<file path="src/rtl/dct_pixel_sequencer.sv">
// dct_pixel_sequencer: turns an 8-bit raster pixel stream into fp32 samples for
// the 4x4 float DCT accumulate stage and schedules the accumulator RAM
// read / write-back so every block sum is read only after its previous update
// has been written.
//
// Pipeline timing in CE cycles, relative to the accept edge (edge 0):
//   tok_vld[k] is loaded at edge k. A registered output loaded at edge N reads
//   tap N-1. A combinational output valid after edge N reads tap N.
module dct_pixel_sequencer #(
  parameter int COS_LAT    = 5,
  parameter int MUL_LAT    = 5,
  parameter int ADD_LAT    = 7,
  parameter int RD_LAT     = 1,
  parameter int NUM_BLOCKS = 64,
  parameter int BLK_AW     = 6
) (
  input  logic              CLK,
  input  logic              Reset,
  input  logic              CE,
  input  logic [7:0]        pix_i,
  input  logic              pix_valid_i,
  output logic              pix_ready_o,
  output logic [31:0]       data_o,
  output logic [1:0]        nx_o,
  output logic [1:0]        ny_o,
  output logic              ram_rd_en_o,
  output logic [BLK_AW-1:0] ram_rd_addr_o,
  input  logic [255:0]      ram_q1_i,
  input  logic [255:0]      ram_q2_i,
  output logic [255:0]      d1_o,
  output logic [255:0]      d2_o,
  output logic              ram_wr_en_o,
  output logic [BLK_AW-1:0] ram_wr_addr_o,
  output logic              blk_done_o,
  output logic              frame_done_o
);

  // Issue period: the next read of a sum must land after the write of its
  // previous update (read at c(P)+rd offset > write at c(rd)+RD_LAT+ADD_LAT).
  localparam int PERIOD   = ADD_LAT + RD_LAT + 1;
  localparam int CW       = $clog2(PERIOD);
  // Last token tap; the write strobe is loaded from it.
  localparam int STAGES   = COS_LAT + MUL_LAT + ADD_LAT;
  localparam int DATA_TAP = COS_LAT;
  localparam int RD_TAP   = COS_LAT + MUL_LAT - RD_LAT;
  localparam int D_TAP    = RD_TAP + RD_LAT + 1;
  localparam logic [BLK_AW-1:0] LAST_BLK = BLK_AW'(NUM_BLOCKS - 1);

  typedef enum logic {IDLE, GAP} state_t;

  state_t       state, state_nxt;
  logic [CW-1:0] gap_cnt, gap_cnt_nxt;
  logic         accept;

  // Coordinate / block counters of the next pixel to be accepted.
  logic [1:0]        nx, ny;
  logic [BLK_AW-1:0] blk;

  // Captured at accept, consumed by the delayed output registers.
  logic [7:0] pix_q;
  logic [1:0] cur_nx, cur_ny;

  // Token pipe: valid bit plus {blk, first, last} per accepted pixel.
  logic [STAGES:0]             tok_vld;
  logic [STAGES:0][BLK_AW-1:0] tok_blk;
  logic [D_TAP:0]              tok_first;
  logic [STAGES:0]             tok_last;

  logic zero_sum;

  // Exact u8 -> fp32: every 8-bit integer fits in the 23-bit mantissa.
  function automatic logic [31:0] to_fp32(input logic [7:0] p);
    logic [2:0]  msb;
    logic [22:0] mant;
    logic [7:0]  expo;
    msb = 3'd0;
    for (int i = 0; i < 8; i++)
      if (p[i]) msb = 3'(i);
    // Leading one shifts out of the 23-bit field, leaving the fraction bits.
    mant = 23'(p) << (5'd23 - {2'b00, msb});
    expo = 8'd127 + {5'b00000, msb};
    return (p == 8'd0) ? 32'h0 : {1'b0, expo, mant};
  endfunction

  assign pix_ready_o = (state == IDLE) && CE && !Reset;
  assign accept      = pix_valid_i && pix_ready_o;

  // FSM state register; frozen while CE is low.
  always_ff @(posedge CLK or posedge Reset) begin
    if (Reset) begin
      state   <= IDLE;
      gap_cnt <= '0;
    end else if (CE) begin
      state   <= state_nxt;
      gap_cnt <= gap_cnt_nxt;
    end
  end

  // Next state: one accept, then PERIOD-1 CE cycles of not-ready.
  always_comb begin
    state_nxt   = state;
    gap_cnt_nxt = gap_cnt;
    case (state)
      IDLE: begin
        if (accept) begin
          state_nxt   = GAP;
          gap_cnt_nxt = '0;
        end
      end
      GAP: begin
        if (gap_cnt == CW'(PERIOD - 2)) state_nxt = IDLE;
        else                            gap_cnt_nxt = gap_cnt + 1'b1;
      end
      default: state_nxt = IDLE;
    endcase
  end

  // Raster counters inside the frame plus per-accept capture of pixel/coords.
  always_ff @(posedge CLK or posedge Reset) begin
    if (Reset) begin
      nx     <= '0;
      ny     <= '0;
      blk    <= '0;
      pix_q  <= '0;
      cur_nx <= '0;
      cur_ny <= '0;
    end else if (accept) begin
      pix_q  <= pix_i;
      cur_nx <= nx;
      cur_ny <= ny;
      nx     <= nx + 2'd1;
      if (nx == 2'd3) begin
        ny <= ny + 2'd1;
        if (ny == 2'd3) blk <= (blk == LAST_BLK) ? '0 : blk + 1'b1;
      end
    end
  end

  // Token shift register; accept already implies CE.
  always_ff @(posedge CLK or posedge Reset) begin
    if (Reset) begin
      tok_vld   <= '0;
      tok_blk   <= '0;
      tok_first <= '0;
      tok_last  <= '0;
    end else if (CE) begin
      tok_vld   <= {tok_vld[STAGES-1:0], accept};
      tok_blk   <= {tok_blk[STAGES-1:0], blk};
      tok_first <= {tok_first[D_TAP-1:0], (nx == 2'd0) && (ny == 2'd0)};
      tok_last  <= {tok_last[STAGES-1:0], (nx == 2'd3) && (ny == 2'd3)};
    end
  end

  // Coordinates and fp32 sample, each held until the next pixel reaches it.
  always_ff @(posedge CLK or posedge Reset) begin
    if (Reset) begin
      nx_o   <= '0;
      ny_o   <= '0;
      data_o <= '0;
    end else if (CE) begin
      if (tok_vld[0]) begin
        nx_o <= cur_nx;
        ny_o <= cur_ny;
      end
      if (tok_vld[DATA_TAP]) data_o <= to_fp32(pix_q);
    end
  end

  // RAM read / write-back strobes and block / frame completion pulses.
  always_ff @(posedge CLK or posedge Reset) begin
    if (Reset) begin
      ram_rd_en_o   <= 1'b0;
      ram_rd_addr_o <= '0;
      ram_wr_en_o   <= 1'b0;
      ram_wr_addr_o <= '0;
      blk_done_o    <= 1'b0;
      frame_done_o  <= 1'b0;
    end else if (CE) begin
      ram_rd_en_o  <= tok_vld[RD_TAP];
      if (tok_vld[RD_TAP]) ram_rd_addr_o <= tok_blk[RD_TAP];
      ram_wr_en_o  <= tok_vld[STAGES];
      if (tok_vld[STAGES]) ram_wr_addr_o <= tok_blk[STAGES];
      blk_done_o   <= tok_vld[STAGES] && tok_last[STAGES];
      frame_done_o <= tok_vld[STAGES] && tok_last[STAGES] &&
                      (tok_blk[STAGES] == LAST_BLK);
    end
  end

  // First pixel of a block starts from zero sums instead of stale RAM data.
  assign zero_sum = Reset || (tok_vld[D_TAP] && tok_first[D_TAP]);
  assign d1_o     = zero_sum ? 256'h0 : ram_q1_i;
  assign d2_o     = zero_sum ? 256'h0 : ram_q2_i;

endmodule
</file>
<file path="config.mk">
export PLATFORM = sky130hd
export DESIGN_NAME = dct_pixel_sequencer
export DESIGN_NICKNAME = d
export VERILOG_FILES = /design/src/rtl/dct_pixel_sequencer.sv
export SDC_FILE = /design/constraint.sdc
export NUM_CORES = 1
export LEC_CHECK = 0
export CAP_MARGIN = 5
export CORE_AREA = 2 2 418 420
export CTS_BUF_LIST = sky130_fd_sc_hd__clkbuf_2
export DETAILED_ROUTE_END_ITERATION = 16
export DIE_AREA = 0 0 420 422
export PLACE_DENSITY = 0.39
export SYNTH_ARGS = -nofsm -noshare
export SYNTH_HDL_FRONTEND = slang
export SYNTH_SLANG_ARGS = --single-unit
</file>
<file path="constraint.sdc">
create_clock -name CLK -period 6.34 [get_ports CLK]
set_input_delay 0.951 -clock CLK [delete_from_list [all_inputs] [get_ports CLK]]
set_output_delay 0.951 -clock CLK [all_outputs]
set_load 0.01 [all_outputs]
</file>
# After elaboration in Yosys (flattened, before gate mapping)
# Index checks and enable logic that the tools add are counted.
[word_totals]
latchBits = 0
in_bits = 524
rom_bits = 0
out_inout_bits = 565
ram_bits = 0
n_memories = 0
ff_bits = 235
[classes]
div = 0
n_eq_ne = 7
n_addsub = 6
n_reduce_logical = 20
mux = 19
mul = 0
n_lt_le_gt_ge = 0
n_bitwise = 1
shifts = 1
[op_table]
columns = ["cell", "count"]
rows = [
  ["256-bit 2-to-1 mux", 2],
  ["31-bit 2-to-1 mux", 1],
  ["3-bit 2-to-1 mux", 8],
  ["8-bit by 5-bit << shifter with 23-bit output", 1],
  ["6-bit equality test (second input constant)", 2],
  ["2-bit AND reduction", 5],
  ["7-bit by 3-bit adder with 8-bit output (first input constant)", 1],
  ["1-bit logical AND", 8],
  ["8-bit zero test", 1],
  ["4-bit 2-to-1 mux", 2],
  ["4-bit one-hot mux with 2 select lines", 1],
  ["6-bit by 1-bit adder with 6-bit output (second input constant)", 1],
  ["6-bit 2-to-1 mux", 1],
  ["3-bit AND reduction", 2],
  ["5-bit by 3-bit subtractor with 5-bit output (first input constant)", 1],
  ["2-bit by 1-bit adder with 2-bit output (second input constant)", 2],
  ["4-bit by 1-bit adder with 4-bit output (second input constant)", 1],
  ["2-bit equality test (second input constant)", 2],
  ["4-bit by 3-bit equality test with 1-bit output (second input constant)", 1],
  ["2-bit zero test", 2],
  ["2-bit != test (second input constant)", 2],
  ["1-bit 2-to-1 mux", 3],
  ["1-bit one-hot mux with 2 select lines", 1],
  ["1-bit zero test", 1],
  ["other kinds (2)", 2],
]

# Longest topological paths before layout
# Gate-level depths: netlist (run 1).
[logic_depth]
depth_word = 12
depth_mapped = 7
depth_no_buf = 6

# Least setup slack after synthesis (run 1)
# No wires, ideal clock.
[synth_path]
path_type = "in2out"
from = "input port Reset"
to = "output port d1_o[0]"
setup_slack_ns = 3.425
n_path_buf = 2
stages = 4
arrival_ns = 1.964
path_cell_list = "a21oi_1 > clkbuf_1 > clkbuf_1 > and2_1"
[synth_between]
elab_chain_cells = 2
[synth_rtl]
columns = ["item", "line", "text"]
rows = [
  ["start, declared", "18", "input logic Reset,"],
  ["1-bit logical OR", "190", "assign zero_sum = Reset || (tok_vld[D_TAP] && tok_first[D_TAP]);"],
  ["256-bit 2-to-1 mux", "191", "assign d1_o = zero_sum ? 256'h0 : ram_q1_i;"],
  ["end, declared", "30", "output logic [255:0] d1_o,"],
]
# No other way between the ends.

# Worst setup path in the final report (run 1)
[layout_path]
from = "input port Reset"
to = "output port d2_o[246]"
[layout_between]
elab_chain_cells = 2
[layout_rtl]
columns = ["item", "line", "text"]
rows = [
  ["1-bit logical OR", "190", ""],
  ["256-bit 2-to-1 mux", "192", "assign d2_o = zero_sum ? 256'h0 : ram_q2_i;"],
  ["end, declared", "31", "output logic [255:0] d2_o,"],
]
# No other way between the ends.

==> results.cfg, run 1 <==
[run_status]
status = complete, no violations

[yosys]
ys_warn_count = 0
seq_area_frac_synth = 0.4461
synthCells = 1183
synth_cell_types = 50
syn_avg_cell_area_um2 = 10.20
synth_area_um2 = 12060
synth-seq-cells = 215

[drt]
postRouteAntennaNets = 0
firstDrtPassIters = 5
remaining_drc_errors = 0
vias_per_cell = 2.991
drt_iter0_drc = 1031
vias = 13890
drt-total-wl_mm = 155.5
drt-wirelength-per-cell_um = 33.49

[floorplan]
initial_core_util = 0.06977
io_pins = 1089
die-area_um2 = 177200
core_um2 = 172900
dieWidth_um = 420
die_h_um = 422
num_rows = 153

[setup_path]
cp.required_ns = 5.39
crit_type = in2out
path_buf_inv = 3
start_kind = input pin
crit_path_max_fanout = 54
cp.arrival_ns = 3.61
cpMostUsedCell = clkdlybuf4s50_1
worstPathCellList = clkdlybuf4s50_1, a21oi_4, buf_4, and2_1, clkdlybuf4s50_1
max_stage_delay_ns = 0.67
cp_top_family = buffers and inverters
crit_slowest_cell = clkdlybuf4s50_1
crit_path_end_kind = output port

[timing]
fmax_mhz = 219.3
period_needed_ns = 4.559
rsz0062_at_grt = no
period_share = 0.7191
hold_viol = 0
slew-limit-headroom = 0.2889
whs_ns = 0.3942
final-setup-viol-count = 0
fin_worst_skew_ns = 0.1173
finalSetupTns_ns = 0
worst_pin_slew_ns = 1.067
final_max_slew_viol_count = 0

[clock_tree]
cts_tree = yes
clkLatencyLatePin_ns = 0.95
cts_inserted_buffers = 51
post-cts-setup-buffers = 0
ctsHoldBuffers = 0
cts-htree-levels = 2
clock_sinks = 215
clk_pin_slew_ns = 0.13
clockBufferDepth = 3
cts_resized = 0
root_buffer = clkbuf_2

[global_route]
grt_overflow_total = 0
grt_pass1_wl_mm = 186.9
grt_max_degree = 159
antenna_found_initial = 220
grt_use_total = 0.1702
grt_pass1_vias = 13740

[placed_design]
place_hpwl_mm = 141.8
portBuffers = 1071
gp_congestion = 0.9386

[power_and_ir_drop]
peakVddDrop_uv = 105.0
total_power_uw = 4751
power.density_nw_per_um2 = 181.7
p_leak_uw = 0.01025

[min_path]
min_path_type = in2reg

[flow_run]
cap_violations = 0

[finish]
drive_gt1_frac = 0.1238
fill_cells = 19630
nets = 2768
syn2layout_area_growth_pct = 116.8
-- final timing paths --
check	cells past startpoint	endpoint	slack, ns	from
worst max-delay path	5	d2_o[246]	1.78	Reset
worst min register to register	1	tok_vld[4]$_DFFE_PP0P_	0.40	tok_vld[3]$_DFFE_PP0P_
min in group asynchronous	3	gap_cnt[2]$_DFFE_PP0P_	0.95	Reset
worst min-delay path	3	tok_last[0]$_DFFE_PP0P_	0.39	CE
max in group asynchronous	3	tok_blk[33]$_DFFE_PP0P_	4.48	Reset
worst max register to register	5	blk[5]$_DFFE_PP0P_	4.18	state$_DFFE_PP0P_
-- cells in the mapped netlist, drive strengths merged --
library cell    n  area (um^2)
a211o           1        8.760
a211oi          2        15.01
a21o            3        22.52
a21oi          12        63.81
a2bb2oi         1        8.760
a31oi           4        25.02
a32o            2        20.02
and2          514         3216
and2b           1        8.760
and3            3        20.02
buf            39        249.0
clkbuf         64        240.2
conb            1        3.750
dfrtp         215         5380
ha              7        87.58
inv            22        82.58
mux2          174         1959
mux2i           2        20.02
nand2          31        116.4
nand2b          1        6.260
nand3          11        55.05
nand3b          1        7.510
nand4           2        12.51
nor2           10        37.54
nor2b           1        6.260
nor3            7        46.30
nor3b           2        15.01
nor4            1        6.260
nor4bb          1        10.01
o2111ai         1        8.760
o211ai          1        7.510
o21a            1        7.510
o21ai          28        143.9
o21bai          1        7.510
o2bb2ai         2        17.52
o31a            1        10.01
o31ai           3        22.52
o32a            1        10.01
o32ai           1        8.760
o41ai           1        8.760
or2             2        15.02
xnor2           5        43.79
-- routing by layer --
| metal | routed length [um] | track usage | vias up |
|---|---|---|---|
| li1 | - | - | 5974 |
| met1 | 57220 | 0.1856 | 6558 |
| met2 | 80980 | 0.3153 | 926 |
| met3 | 13290 | 0.05821 | 366 |
| met4 | 3571 | 0.03255 | 70 |
| met5 | 472 | 0 | - |
-- cell type report --
class	count	area, um^2	area share
well taps	2325	2909	0.1113
clock buffers	77	385.4	0.01474
inverters	22	86.33	0.003302
diodes	42	105.1	0.004020
multi-input cells	859	6196	0.2370
flip-flops and latches	215	5380	0.2058
clock inverters	17	123.9	0.004737
repair buffers	1088	10960	0.4192
-- kinds of logic after synthesis --
| logic type | share of synthesized area |
|---|---|
| simple gates | 0.2967 |
| flops | 0.4461 |
| other cells | 0.0003109 |
| compound gates | 0.03454 |
| mux | 0.1641 |
| fa+ha+maj | 0.007261 |
| xor+xnor | 0.003631 |
| buf+inv | 0.04741 |
-- tightest hold or removal path: cells and delay by family --
family | cells | cell delay [ns]
compound gates | 1 | 0.07
buf+inv | 1 | 0.19
simple gates | 1 | 0.10
-- power breakdown --
part | internal, uW | switching [uW] | total [uW]
Sequential | 1550 | 155 | 1710
Clock | 409 | 629 | 1040
Combinational | 1080 | 928 | 2010
-- per-stage QoR --
stage	cells	setup WS [ns]	util	area [um^2]
floorplan	1199	2.591	-	12130
detailed placement	4509	1.740	0.1477	25530
global placement	4509	1.761	0.1477	25530
global route	4614	1.700	0.1508	26070
finish	4645	1.781	0.1513	26150
CTS	4603	1.724	0.1507	26040
-- registers in the layout, summed over array words and instances, names as in the netlist, 4 cells and up --
register / cells
blk: 6
data_o: 13
gap_cnt: 4
pix_q: 8
ram_rd_addr_o: 6
ram_wr_addr_o: 6
tok_blk: 108
tok_first: 12
tok_last: 18
tok_vld: 18
-- cells in the final DEF (no fill, tap or decap), types with 17 or more instances in the layout --
| master | n |
|---|---|
| conb_1 | 17 |
| diode_2 | 42 |
| mux2_2 | 174 |
| nand2_1 | 31 |
| dfrtp_1 | 215 |
| clkbuf_2 | 77 |
| and2_1 | 514 |
| o21ai_0 | 25 |
| clkdlybuf4s50_1 | 1070 |
| inv_1 | 21 |
Note: power is estimated with default switching activity, not from simulation.
==> run 2: changes to the inputs <==
CORE_AREA = 2 2 422 424   (was 2 2 418 420)
DIE_AREA = 0 0 424 426   (was 0 0 420 422)
PLACE_DENSITY = 0.38   (was 0.39)
clock period = 4.4 ns   (was 6.34 ns; I/O delays follow)
==> results.cfg, run 2 (synthesized netlist as in run 1, its figures left out) <==
[global_route]
grt_max_degree = 119
antenna_found_initial = 205
grt_pass1_wl_mm = 187.9
grt_use_total = 0.1679
grt_pass1_vias = 13740
use_met3 = 0.05468
met2_usage = 0.3013
grt_overflow_total = 0
gr-usage-met1 = 0.1910
grt-busiest-layer = met2

[power_and_ir_drop]
p_leak_uw = 0.01033
power.density_nw_per_um2 = 260.8
total_power_uw = 6811
peakVddDrop_uv = 152.5

[finish]
multi_input_area_um2 = 6196
largest_reg_flops = 108
stdcell_count = 4670
final_cell_mix = clkdlybuf4s50_1, and2_1, dfrtp_1, mux2_2, clkbuf_2
nets = 2780
drive_gt1_frac = 0.1449
top_register = tok_blk
largest_registers = tok_blk x108, tok_last x18, tok_vld x18
fill_cells = 19920
seq_area_um2 = 5380
syn2layout_area_growth_pct = 116.6
layout_commonest_cell = clkdlybuf4s50_1

[setup_path]
cp.arrival_ns = 3.47
max_stage_delay_ns = 0.60
start_kind = flip-flop
crit_type = reg2out
crit_path_end_kind = output port
cp.required_ns = 3.74
crit_path_max_fanout = 68
crit_slowest_cell = clkdlybuf4s50_1
worstPathCellList = a21oi_4, buf_12, buf_4, and2_1, clkdlybuf4s50_1

[clock_tree]
cts_tree = yes
cts-htree-levels = 2
clk_pin_slew_ns = 0.11
ctsHoldBuffers = 1
clock_sinks = 215
clkLatencyLatePin_ns = 1.01
root_buffer = clkbuf_2
cts_resized = 0
cts_inserted_buffers = 55
post-cts-setup-buffers = 0
clockBufferDepth = 3

[drt]
drt_iter0_drc = 698
drt-wirelength-per-cell_um = 33.82
vias = 13900
drt-total-wl_mm = 157.9
vias_per_cell = 2.976
remaining_drc_errors = 0
firstDrtPassIters = 4
postRouteAntennaNets = 0

[placed_design]
gp_congestion = 0.8747
portBuffers = 1071
place_hpwl_mm = 144.7
place_inst = 4531

[timing]
slew-limit-headroom = 0.3014
hold_viol = 0
finalSetupTns_ns = 0
period_needed_ns = 4.131
rsz0062_at_grt = no
fmax_mhz = 242.1
fin_worst_skew_ns = 0.04039
worst_pin_slew_ns = 1.046
final-setup-viol-count = 0
period_share = 0.9389
final_max_slew_viol_count = 0

[floorplan]
die-area_um2 = 180600
initial_core_util = 0.06864
die_h_um = 426
io_pins = 1089
num_rows = 154
core_um2 = 175700
dieWidth_um = 424

[flow_run]
cap_violations = 0

[min_path]
min_path_type = in2reg

[run_status]
status = complete, no violations
==> run 2: cell count changes in the layout (fill, tap and decap cells not counted), moves of 2 or more <==
cell,before,now
diode_2,42,46
clkdlybuf4s50_1,1070,1030
buf_4,8,53
buf_12,9,11
clkinv_1,14,10
clkinv_2,0,2
bufinv_16,2,0
==> run 2: layer usage <==
layer	vias up	wire length, um
met1	6588	60000
met3	331	13120
met4	56	4736
met5	-	358
li1	6010	-
met2	911	79720
==> run 2: layout make-up <==
cell class,count,area share
Timing Repair Buffer,1096,0.4192
Multi-Input combinational cell,859,0.2372
Sequential cell,215,0.2060
Tap cell,2340,0.1121
Clock buffer,77,0.01475
Antenna cell,46,0.004407
Inverter,22,0.003305
Clock inverter,15,0.003066
==> run 2: power breakdown <==
| group | leakage, uW | total [uW] | internal [uW] | switching [uW] |
|---|---|---|---|---|
| registers | 0.00293 | 2460 | 2230 | 221 |
| clock network | 0.000355 | 1370 | 478 | 893 |
| logic | 0.00705 | 2980 | 1550 | 1430 |
==> run 2: critical path: cells and delay by family (launching register included) <==
kind / cells / cell delay [ns]
AND/OR/NAND/NOR: 1 / 0.41
flip-flops: 1 / 0.52
buffers and inverters: 3 / 1.26
AO/OA/AOI/OAI: 1 / 0.20
==> run 2: metrics by stage <==
| step | setup WS [ns] | cell area [um^2] | hold slack, ns | util |
|---|---|---|---|---|
| after floorplan | 0.9419 | 12130 | 0.4482 | - |
| after global placement | 0.5619 | 25530 | 0.4690 | 0.1453 |
| after detailed placement | 0.5660 | 25530 | 0.4691 | 0.1453 |
| after CTS | 0.1570 | 26000 | 0.1118 | 0.1480 |
| after global routing | 0.04453 | 26040 | 0.1324 | 0.1482 |
| final | 0.2689 | 26120 | 0.2377 | 0.1486 |
==> run 2: worst paths after layout <==
path,startpoint,to,slack (ns),depth (start not counted)
setup reg to reg,state$_DFFE_PP0P_,blk[5]$_DFFE_PP0P_,2.13,4
hold reg to reg,tok_last[6]$_DFFE_PP0P_,tok_last[7]$_DFFE_PP0P_,0.49,1
setup / recovery,tok_vld[11]$_DFFE_PP0P_,d2_o[159],0.27,5
hold / removal,pix_i[4],pix_q[4]$_DFFE_PP0P_,0.24,3
min in group asynchronous,Reset,blk[2]$_DFFE_PP0P_,0.34,2
max in group asynchronous,Reset,tok_blk[17]$_DFFE_PP0P_,3.26,3
